[src/rtl/hwpe_stream_fifo_thr.sv]
// Stream FIFO with occupancy count and programmable almost-full/almost-empty
// thresholds. Storage is a flip-flop array of {strb, data} words addressed by
// push/pop pointers that wrap at FIFO_DEPTH-1, so any depth >= 2 works.
//
// Handshake: a word moves on a stream when valid & ready are both 1 at a
// rising edge. A source never lowers valid or changes data/strb before that
// handshake, and the FIFO's push ready never depends on pop ready.
//
// With FALL_THROUGH=1 an empty FIFO presents the incoming push word on the
// pop side in the same cycle; if it is consumed immediately it never touches
// storage, otherwise it is stored and re-presented from storage next cycle.
module hwpe_stream_fifo_thr #(
  parameter int unsigned DATA_WIDTH   = 32,
  parameter int unsigned FIFO_DEPTH   = 8,
  parameter bit          FALL_THROUGH = 1'b0,
  localparam int unsigned STRB_WIDTH  = DATA_WIDTH / 8,
  localparam int unsigned CNT_WIDTH   = $clog2(FIFO_DEPTH + 1),
  localparam int unsigned ADDR_WIDTH  = $clog2(FIFO_DEPTH)
) (
  input  logic                  clk_i,
  input  logic                  rst_ni,
  input  logic                  clear_i,
  input  logic [CNT_WIDTH-1:0]  almost_full_thr_i,
  input  logic [CNT_WIDTH-1:0]  almost_empty_thr_i,
  output logic [CNT_WIDTH-1:0]  count_o,
  // {empty, full, almost_empty, almost_full}
  output logic [3:0]            flags_o,
  // push stream (sink)
  input  logic                  push_valid_i,
  output logic                  push_ready_o,
  input  logic [DATA_WIDTH-1:0] push_data_i,
  input  logic [STRB_WIDTH-1:0] push_strb_i,
  // pop stream (source)
  output logic                  pop_valid_o,
  input  logic                  pop_ready_i,
  output logic [DATA_WIDTH-1:0] pop_data_o,
  output logic [STRB_WIDTH-1:0] pop_strb_o
);

  localparam int unsigned WORD_WIDTH = DATA_WIDTH + STRB_WIDTH;
  localparam logic [CNT_WIDTH-1:0]  DEPTH_C = CNT_WIDTH'(FIFO_DEPTH);
  localparam logic [ADDR_WIDTH-1:0] LAST_C  = ADDR_WIDTH'(FIFO_DEPTH - 1);

  logic [WORD_WIDTH-1:0] r_mem [FIFO_DEPTH];
  logic [ADDR_WIDTH-1:0] r_wr_ptr;
  logic [ADDR_WIDTH-1:0] r_rd_ptr;
  logic [CNT_WIDTH-1:0]  r_count;

  logic                  w_empty;
  logic                  w_full;
  logic                  w_push_ready;
  logic                  w_pop_valid;
  logic                  w_push_hs;
  logic                  w_pop_hs;
  logic                  w_bypass;
  logic                  w_write;
  logic                  w_read;
  logic [WORD_WIDTH-1:0] w_push_word;
  logic [WORD_WIDTH-1:0] w_pop_word;

  assign w_empty     = (r_count == '0);
  assign w_full      = (r_count == DEPTH_C);
  assign w_push_word = {push_strb_i, push_data_i};

  // Ready/valid generation; clear blocks both sides so no handshake happens
  always_comb begin
    w_push_ready = (r_count < DEPTH_C) && !clear_i;
    w_pop_valid  = 1'b0;
    if (!clear_i) begin
      if (!w_empty) begin
        w_pop_valid = 1'b1;
      end else if (FALL_THROUGH) begin
        w_pop_valid = push_valid_i;
      end
    end
  end

  assign w_push_hs = push_valid_i & w_push_ready;
  assign w_pop_hs  = w_pop_valid & pop_ready_i;
  // An empty FIFO can only complete a pop via fall-through: that is the bypass.
  assign w_bypass  = w_pop_hs & w_empty;
  assign w_write   = w_push_hs & ~w_bypass;
  assign w_read    = w_pop_hs & ~w_bypass;

  // Output word: head of storage, or the live push word when bypassing an empty FIFO
  always_comb begin
    w_pop_word = w_empty ? w_push_word : r_mem[r_rd_ptr];
    if (!w_pop_valid) begin
      w_pop_word = '0;
    end
  end

  assign push_ready_o = w_push_ready;
  assign pop_valid_o  = w_pop_valid;
  assign pop_data_o   = w_pop_word[DATA_WIDTH-1:0];
  assign pop_strb_o   = w_pop_word[WORD_WIDTH-1:DATA_WIDTH];
  assign count_o      = r_count;
  assign flags_o      = {w_empty, w_full,
                         (r_count <= almost_empty_thr_i),
                         (r_count >= almost_full_thr_i)};

  // Storage write; contents are not reset, only pointers and count are
  always_ff @(posedge clk_i) begin
    if (w_write) begin
      r_mem[r_wr_ptr] <= w_push_word;
    end
  end

  // Pointer and occupancy update; reset beats clear beats normal operation
  always_ff @(posedge clk_i) begin
    if (!rst_ni) begin
      r_wr_ptr <= '0;
      r_rd_ptr <= '0;
      r_count  <= '0;
    end else if (clear_i) begin
      r_wr_ptr <= '0;
      r_rd_ptr <= '0;
      r_count  <= '0;
    end else begin
      if (w_write) begin
        r_wr_ptr <= (r_wr_ptr == LAST_C) ? '0 : r_wr_ptr + 1'b1;
      end
      if (w_read) begin
        r_rd_ptr <= (r_rd_ptr == LAST_C) ? '0 : r_rd_ptr + 1'b1;
      end
      if (w_write && !w_read) begin
        r_count <= r_count + 1'b1;
      end else if (w_read && !w_write) begin
        r_count <= r_count - 1'b1;
      end
    end
  end

endmodule

[config.mk]
export PLATFORM = sky130hd
export DESIGN_NAME = hwpe_stream_fifo_thr
export DESIGN_NICKNAME = d
export VERILOG_FILES = /design/src/rtl/hwpe_stream_fifo_thr.sv
export SDC_FILE = /design/constraint.sdc
export NUM_CORES = 1
export LEC_CHECK = 0
export CORE_MARGIN = 2
export CORE_UTILIZATION = 45
export CTS_BUF_LIST = sky130_fd_sc_hd__clkbuf_16
export DETAILED_ROUTE_END_ITERATION = 10
export PLACE_DENSITY = 0.75
export SYNTH_ARGS = -nofsm -noshare
export SYNTH_HDL_FRONTEND = slang
export SYNTH_SLANG_ARGS = --single-unit
[constraint.sdc]
create_clock -name clk_i -period 7.45 [get_ports clk_i]
set_input_delay 0.745 -clock clk_i [delete_from_list [all_inputs] [get_ports clk_i]]
set_output_delay 0.745 -clock clk_i [all_outputs]
set_load 0.05 [all_outputs]
; Yosys cells after proc, flatten, opt, wreduce, memory -nomap -nowiden
; Memories as Yosys holds them, arrays and structs flattened. A register that Yosys moved wholly into a read port is not among the register bits.
; Cells that the tools add are included.
[totals]
ram_bits = 288
out_inout_bits = 46
n_memories = 1
regBits = 10
word_cells = 42
inputBits = 49
[classes]
n_eq_ne = 3
bitwise_logic = 7
n_lt_le_gt_ge = 3
n_reduce_logical = 9
muxes = 12
addsub = 4
[mem_list]
columns = name, depth, width, rd, rd_ports_with_merged_regs, wr, line
row1 = r_mem, 8, 36, 1, 1, 1, 44  ; logic [WORD_WIDTH-1:0] r_mem [FIFO_DEPTH];
[ops]
columns = cell, n
row1 = 2-to-1 mux 36 bit, 2
row2 = 2-to-1 mux 3 bit, 4
row3 = 2-to-1 mux 4 bit, 2
row4 = adder 3 x 1 -> 3 bit (second input constant), 2
row5 = equality test 3 bit (second input constant), 2
row6 = bitwise AND 1 bit, 5
row7 = adder 4 x 1 -> 4 bit (second input constant), 1
row8 = equality test 4 bit (second input constant), 1
row9 = greater-or-equal comparator 4 bit, 1
row10 = <= comparator 4 bit, 1
row11 = zero test 4 bit, 1
row12 = less-than comparator 4 bit (second input constant), 1
row13 = 2-to-1 mux 1 bit, 4
row14 = subtractor 4 x 1 -> 4 bit (second input constant), 1
row15 = logical AND 1 bit, 3
row16 = zero test 1 bit, 3
row17 = inverter 1 bit, 2
row18 = nonzero test 2 bit, 1
row19 = OR reduction 2 bit, 1

; Depth between registers and ports, before layout
; Gate-level depths: netlist (run 1).
[depth]
ltp_word = 11
ltp_mapped = 10
ltp_nobuf = 10

; Worst setup path before layout (run 1)
; Ideal clock, no wire load.
[synth_timing]
kind = input-to-reg
startpoint = input clear_i
endpoint = memory r_mem[0][0] (netlist bit) (enable)
n_path_buf = 0
required_time_ns = 6.930
arrival_time_ns = 5.276
path_stages = 3
setup_ns = 0.520
path_slack_ns = 1.653
path_cell_list = nor2_1 nand2_1 nor4_1
[synth_via]
elab_chain_cells = 7
elab_cells_between_ends = 10
classes_between = 3 x mux / 5 x bitwise / 2 x reduce/logical
[synth_rtl]
columns = item, line
row1 = "start, declared", 22  ; input logic clear_i,
row2 = 2-to-1 mux 1 bit, 69  ; if (!clear_i) begin
row3 = bitwise AND 1 bit, 79  ; assign w_pop_hs = w_pop_valid & pop_ready_i;
row4 = bitwise AND 1 bit, 81  ; assign w_bypass = w_pop_hs & w_empty;
row5 = inverter 1 bit, 82  ; assign w_write = w_push_hs & ~w_bypass;
row6 = bitwise AND 1 bit (*), 82
row7 = 2-to-1 mux 1 bit (*), 104  ; if (w_write) begin
row8 = 2-to-1 mux 1 bit (implied by the code) (*), 105  ; r_mem[r_wr_ptr] <= w_push_word;
row9 = "end, declared", 44
; Mark *: on every way between the ends. The rest lies on a longest branch, timed or not.

==> results of run 1 <==
flip-flops by register name, indices dropped and copies added (netlist names), named ones only:
name	count
count_o	4
r_wr_ptr	3
r_mem	288
r_rd_ptr	3
through the flow:
stage          area, µm²  hold slack [ns]
6_report           14100            0.555
5_1_grt            14100            0.595
4_1_cts            14100            0.560
3_5_place_dp       13200            0.547
3_3_place_gp       13200            0.505
2_1_floorplan      11900            0.492
worst min-delay path by stage:
stage	start	end	slack (ns)
2_1_floorplan	r_rd_ptr[1]	flop	0.49
3_3_place_gp	r_rd_ptr[1]	flop	0.51
3_5_place_dp	r_rd_ptr[1]	flop	0.55
4_1_cts	r_rd_ptr[1]	flop	0.56
5_1_grt	r_rd_ptr[2]	flop	0.59
6_report	r_rd_ptr[2]	flop	0.56
cells by family (layout without fill, tap and decap cells):
| kind of cell | after synthesis | count (layout) | share of synthesized area, % |
|---|---|---|---|
| and+or+nand+nor | 77 | 77 | 2.94 |
| AOI/OAI and AO/OA | 13 | 13 | 0.684 |
| buffers and inverters | 40 | 173 | 2.42 |
| muxes | 113 | 113 | 17.1 |
| DFF | 301 | 301 | 75.0 |
| adders and majority gates | 16 | 16 | 1.75 |
| xor gates and xnor gates | 2 | 2 | 0.147 |
| other | 0 | 1 | 0 |
routing by layer:
metal	part of all wire, %	vias to the layer above	global-route usage (%)	wire length, µm
li1	-	2501	-	-
met1	42	2988	22.9	9800
met5	0	-	0	0
met4	2.3	0	4.31	546
met2	50	176	28.6	11800
met3	5.1	42	2.73	1190
report_power, final:
group | leakage, nW | total (mW) | switching, mW | internal [mW]
clock network | 0.477 | 1.43 | 0.582 | 0.846
logic | 1.23 | 0.227 | 0.137 | 0.0899
registers | 2.71 | 1.88 | 0.0106 | 1.87
cell usage in the layout (no fill, tap or decap), drive strengths merged, types with 12 or more instances in the layout:
master | synthesis | final
ha | 15 | 15
edfxtp | 288 | 288
clkinv | 0 | 12
inv | 12 | 17
nor2 | 51 | 51
clkbuf | 3 | 31
clkdlybuf4s50 | 0 | 94
buf | 25 | 15
mux4 | 72 | 72
dfxtp | 13 | 13
mux2i | 40 | 40
final cells by class:
class                      count  area [µm²]
fill                        1983       11900
sequential                   301        8920
multi-input combinational    221        2740
timing repair buffer         109        1050
clock buffer                  31         776
tap                          335         419
clock inverter                21         165
inverter                      12        45.0
antenna                        1        2.50
tightest hold or removal path, cell delays in order (launching register included):
cell     delay, ns
dfxtp_1       0.32
mux2i_1       0.13
nor2_1        0.06
==> results_dict.tcl, run 1 <==
set metrics [dict create \
    fmax_mhz 223 \
    synth_seq_cells 301 \
    dp_hpwl_um 13400 \
    synth_seq_area_share_pct 75.0 \
    worst_slack_ns 2.96 \
    gp_congestion 0.737 \
    die_h_um 167 \
    hold_violations 0 \
    critPathArrivalTime_ns 3.74 \
    cts_hold_buf 0 \
    clkLatencyLatePin_ns 0.53 \
    drv_slew 0 \
    rows 59 \
    cts_setup_buffers 0 \
    cts_root_buf "clkbuf_16" \
    critPathCapture "pop_data_o[2]" \
    max_stage_delay_ns 0.85 \
    crit_buf_inv 2 \
    finish.utilization_pct 54.3 \
    path_clk_slew_ns 0.06 \
    dp_cells 978 \
    io_buffers 94 \
    power_mw 3.53 \
    h-tree-depth 1 \
    outcome "finished clean" \
    wl_per_cell_um 22.6 \
    yosysUniqueCellTypes 34 \
    slew_headroom_pct 28.6 \
    cts_sinks 301 \
    drtIter0Drc 402 \
    dieArea_um2 27700 \
    grt_pass1_vias 6132 \
    synth_top_area_share_pct 72.8 \
    path_max_fanout 39 \
    layout.nets 741 \
    rsz0062_at_grt "no" \
    cts_resized 0 \
    rr_worst_depth 10 \
    routed_wl_um 23300 \
    vias 5707 \
    cts_tree "yes" \
    min_path_type "reg -> reg" \
    core_um2 26000 \
    fin_cells 1031 \
    routed_via_density 5.54 \
    r2r-end "count_o[3]" \
    grt_usage_pct 16.8 \
    io_pins 95 \
    synth_area_um2 11900 \
    antenna_found_initial 1 \
    synthCells 562 \
    finClkSkew_ns 0.00574 \
    async_flop_share_pct 0 \
    post-route-min-period_ns 4.49 \
    cts_inserted_buffers 31 \
    cp_top_family "buffers and inverters" \
    critPathSlowestCell "dfxtp_4" \
    worst-path-stages 5 \
    detail_route.first_pass.iterations 4 \
    cap_violations 0 \
    end_kind "output port" \
    syn-num-nets 627 \
    drc 0 \
    yosys-top-cells-count "edfxtp_1, mux4_2, nor2_1, mux2i_1, ha_1" \
    worst_pin_slew_ns 1.07 \
    critPathRequiredTime_ns 6.70 \
    ant_nets 0 \
    whs_path_depth 2 \
    r2r_start "count_o[3]" \
    synth.most_common_cell "edfxtp_1" \
    dieWidth_um 167 \
    start_kind "flop" \
    syn_area_per_cell_um2 21.1 \
    post-route-period-util_pct 60.2 \
    ys.warnings.count 0 \
    crit_type "reg -> out" \
    grt_pass1_wl_um 36000 \
    dp_slack_ns 3.42 \
    setup_viol 0 \
    synth_edf_count 288 \
    cellLeakagePower_nw 4.42 \
    synth_area_leaders "edfxtp_1, mux4_2, mux2i_1" \
    cp_cell_sequence "buf_4 -> mux4_2 -> mux2i_1 -> nor2_1 -> clkdlybuf4s50_1" \
    power_density_nw_per_um2 250 \
    ff2ff_setup_slack_ns 4.62 \
    synth_top_flop_cell "edfxtp_1" \
    grt_max_degree 73 \
    fin_setup_tns_ns 0 \
    drive_gt1_share_pct 20.1 \
    synth_top_area_cell "edfxtp_1" \
    start_util_pct 45.7 \
    ir_drop_v 0.000184 \
    syn2layout_area_growth_pct 18.8 \
    clockBufferDepth 3 \
    grt_overflow_total 0 \
]
Power figures use the tool's default switching activity.
==> run 2: changes to the inputs <==
clock period = 4.3 ns   (was 7.45 ns; I/O delays follow)
==> run 2 against run 1 <==
  * Global-route usage fell by 0.18 points
  * Setup slack got worse by 2.3 ns
  * Register-to-register slack got worse by 3.1 ns
  * Total power rose by 72%
  * First-iteration DRC count rose by 8.0%
  * Non-clock buffer count rose by 6
  * Final area rose by 0.73%
  * Cell count rose by 1.2%
  * Critical path depth did not move
  * Critical path type unchanged
==> results_dict.tcl, run 2 (synthesis results as in run 1) <==
set metrics [dict create \
    dieWidth_um 167 \
    antenna_found_initial 2 \
    path_max_fanout 28 \
    power_density_nw_per_um2 428 \
    clkLatencyLatePin_ns 0.54 \
    core_um2 26000 \
    power.share.clock_pct 40.1 \
    cts_sinks 301 \
    ir_drop_v 0.000282 \
    largest_register_ffs 288 \
    start_kind "flop" \
    pwr-share-seq_pct 53.4 \
    power.switching_mw 1.28 \
    dp_hpwl_um 14000 \
    finClkSkew_ns 0.00795 \
    rows 59 \
    end_kind "output port" \
    grt_usage_pct 16.6 \
    clockBufferDepth 3 \
    dieArea_um2 27700 \
    detail_route.first_pass.iterations 4 \
    cts_tree "yes" \
    drv_slew 0 \
    routed_wl_um 23000 \
    wl_per_cell_um 22.0 \
    crit_type "reg -> out" \
    hold_violations 0 \
    cellLeakagePower_nw 4.47 \
    regMostFlops "r_mem" \
    fmax_mhz 275 \
    cts_root_buf "clkbuf_16" \
    dp_slack_ns 1.03 \
    setup_viol 0 \
    post-route-min-period_ns 3.63 \
    outcome "finished clean" \
    cts_inserted_buffers 31 \
    dp_cells 984 \
    worst_pin_slew_ns 0.966 \
    drive_gt1_share_pct 20.7 \
    vias 5676 \
    layout_common_cells "edfxtp_1, clkdlybuf4s50_1, mux4_2" \
    internal-power_mw 4.81 \
    pwr-share-comb_pct 6.5 \
    layout.nets 747 \
    path_clk_slew_ns 0.06 \
    grt_max_degree 53 \
    critPathRequiredTime_ns 3.87 \
    post-route-period-util_pct 84.5 \
    final_common_cell "edfxtp_1" \
    slew_headroom_pct 35.6 \
    grt_pass1_wl_um 35500 \
    start_util_pct 45.7 \
    cap_violations 0 \
    die_h_um 167 \
    rsz0062_at_grt "no" \
    fin_cells 1043 \
    cts_setup_buffers 0 \
    syn2layout_area_growth_pct 19.6 \
    worst_slack_ns 0.668 \
    p_sw_share_pct 21.0 \
    min_path_type "reg -> reg" \
    cts_resized 0 \
    critPathArrivalTime_ns 3.20 \
    ant_nets 0 \
    h-tree-depth 1 \
    drc 0 \
    routed_via_density 5.44 \
    gp_congestion 0.731 \
    grt_overflow_total 0 \
    io_buffers 94 \
    cts_hold_buf 0 \
    drtIter0Drc 434 \
    io_pins 95 \
    grt_pass1_vias 6087 \
    finish.utilization_pct 54.7 \
]
## run 2: changes by cell type in the layout (fill, tap and decap cells not counted), moves of 2 or more
| cell | before | now |
|---|---|---|
| clkinv_1 | 9 | 11 |
| clkinv_4 | 0 | 2 |
| buf_4 | 15 | 18 |
| inv_1 | 17 | 20 |
| buf_12 | 0 | 3 |
## run 2: final cells by class
type	instances	area, µm²
clock inverters	26	168
clock buffers	31	776
well taps	335	419
diodes	2	5.00
multi-input cells	221	2750
inverters	12	45.0
flip-flops and latches	301	8920
fillers	2000	11800
repair buffers	115	1140
## run 2: worst paths after layout
check / slack, ns / cells after the start / startpoint / endpoint
min reg2reg: 0.55 / 2 / r_rd_ptr[2] / flop
min: 0.55 / 2 / r_rd_ptr[2] / flop
max: 0.67 / 5 / flop / pop_data_o[24]
max reg2reg: 1.55 / 10 / count_o[1] / count_o[3]
## run 2: critical path: stages, from the launching register on
cell             delay (ns)
dfxtp_4                0.72
buf_4                  0.36
mux4_2                 0.54
mux2i_1                0.15
nor2_1                 0.10
clkdlybuf4s50_1        0.76
## run 2: stage by stage
step           hold WS [ns]  total power, mW  setup TNS (ns)  instance area (µm²)
5_1_grt               0.569             6.29               0                14200
2_1_floorplan         0.492             3.55          -43.88                11900
6_report              0.548             6.09               0                14200
4_1_cts               0.557             6.15               0                14200
3_5_place_dp          0.542             3.71               0                13300
3_3_place_gp          0.509             3.70               0                13300
## run 2: power by group through the flow
stage / clock, mW / sequential, mW / combinational (mW)
floorplan: 0 / 3.32 / 0.233
detailed placement: 0 / 3.31 / 0.399
CTS: 2.50 / 3.25 / 0.400
global route: 2.61 / 3.25 / 0.422
global placement: 0 / 3.31 / 0.387
finish: 2.44 / 3.25 / 0.395
## run 2: layer usage
| layer | global-route usage [%] | wire length (µm) | vias to the layer above |
|---|---|---|---|
| li1 | - | - | 2526 |
| met1 | 21.6 | 9280 | 2956 |
| met2 | 29.2 | 12000 | 171 |
| met3 | 3.66 | 1440 | 23 |
| met4 | 3.22 | 304 | 0 |
| met5 | 0 | 0 | - |
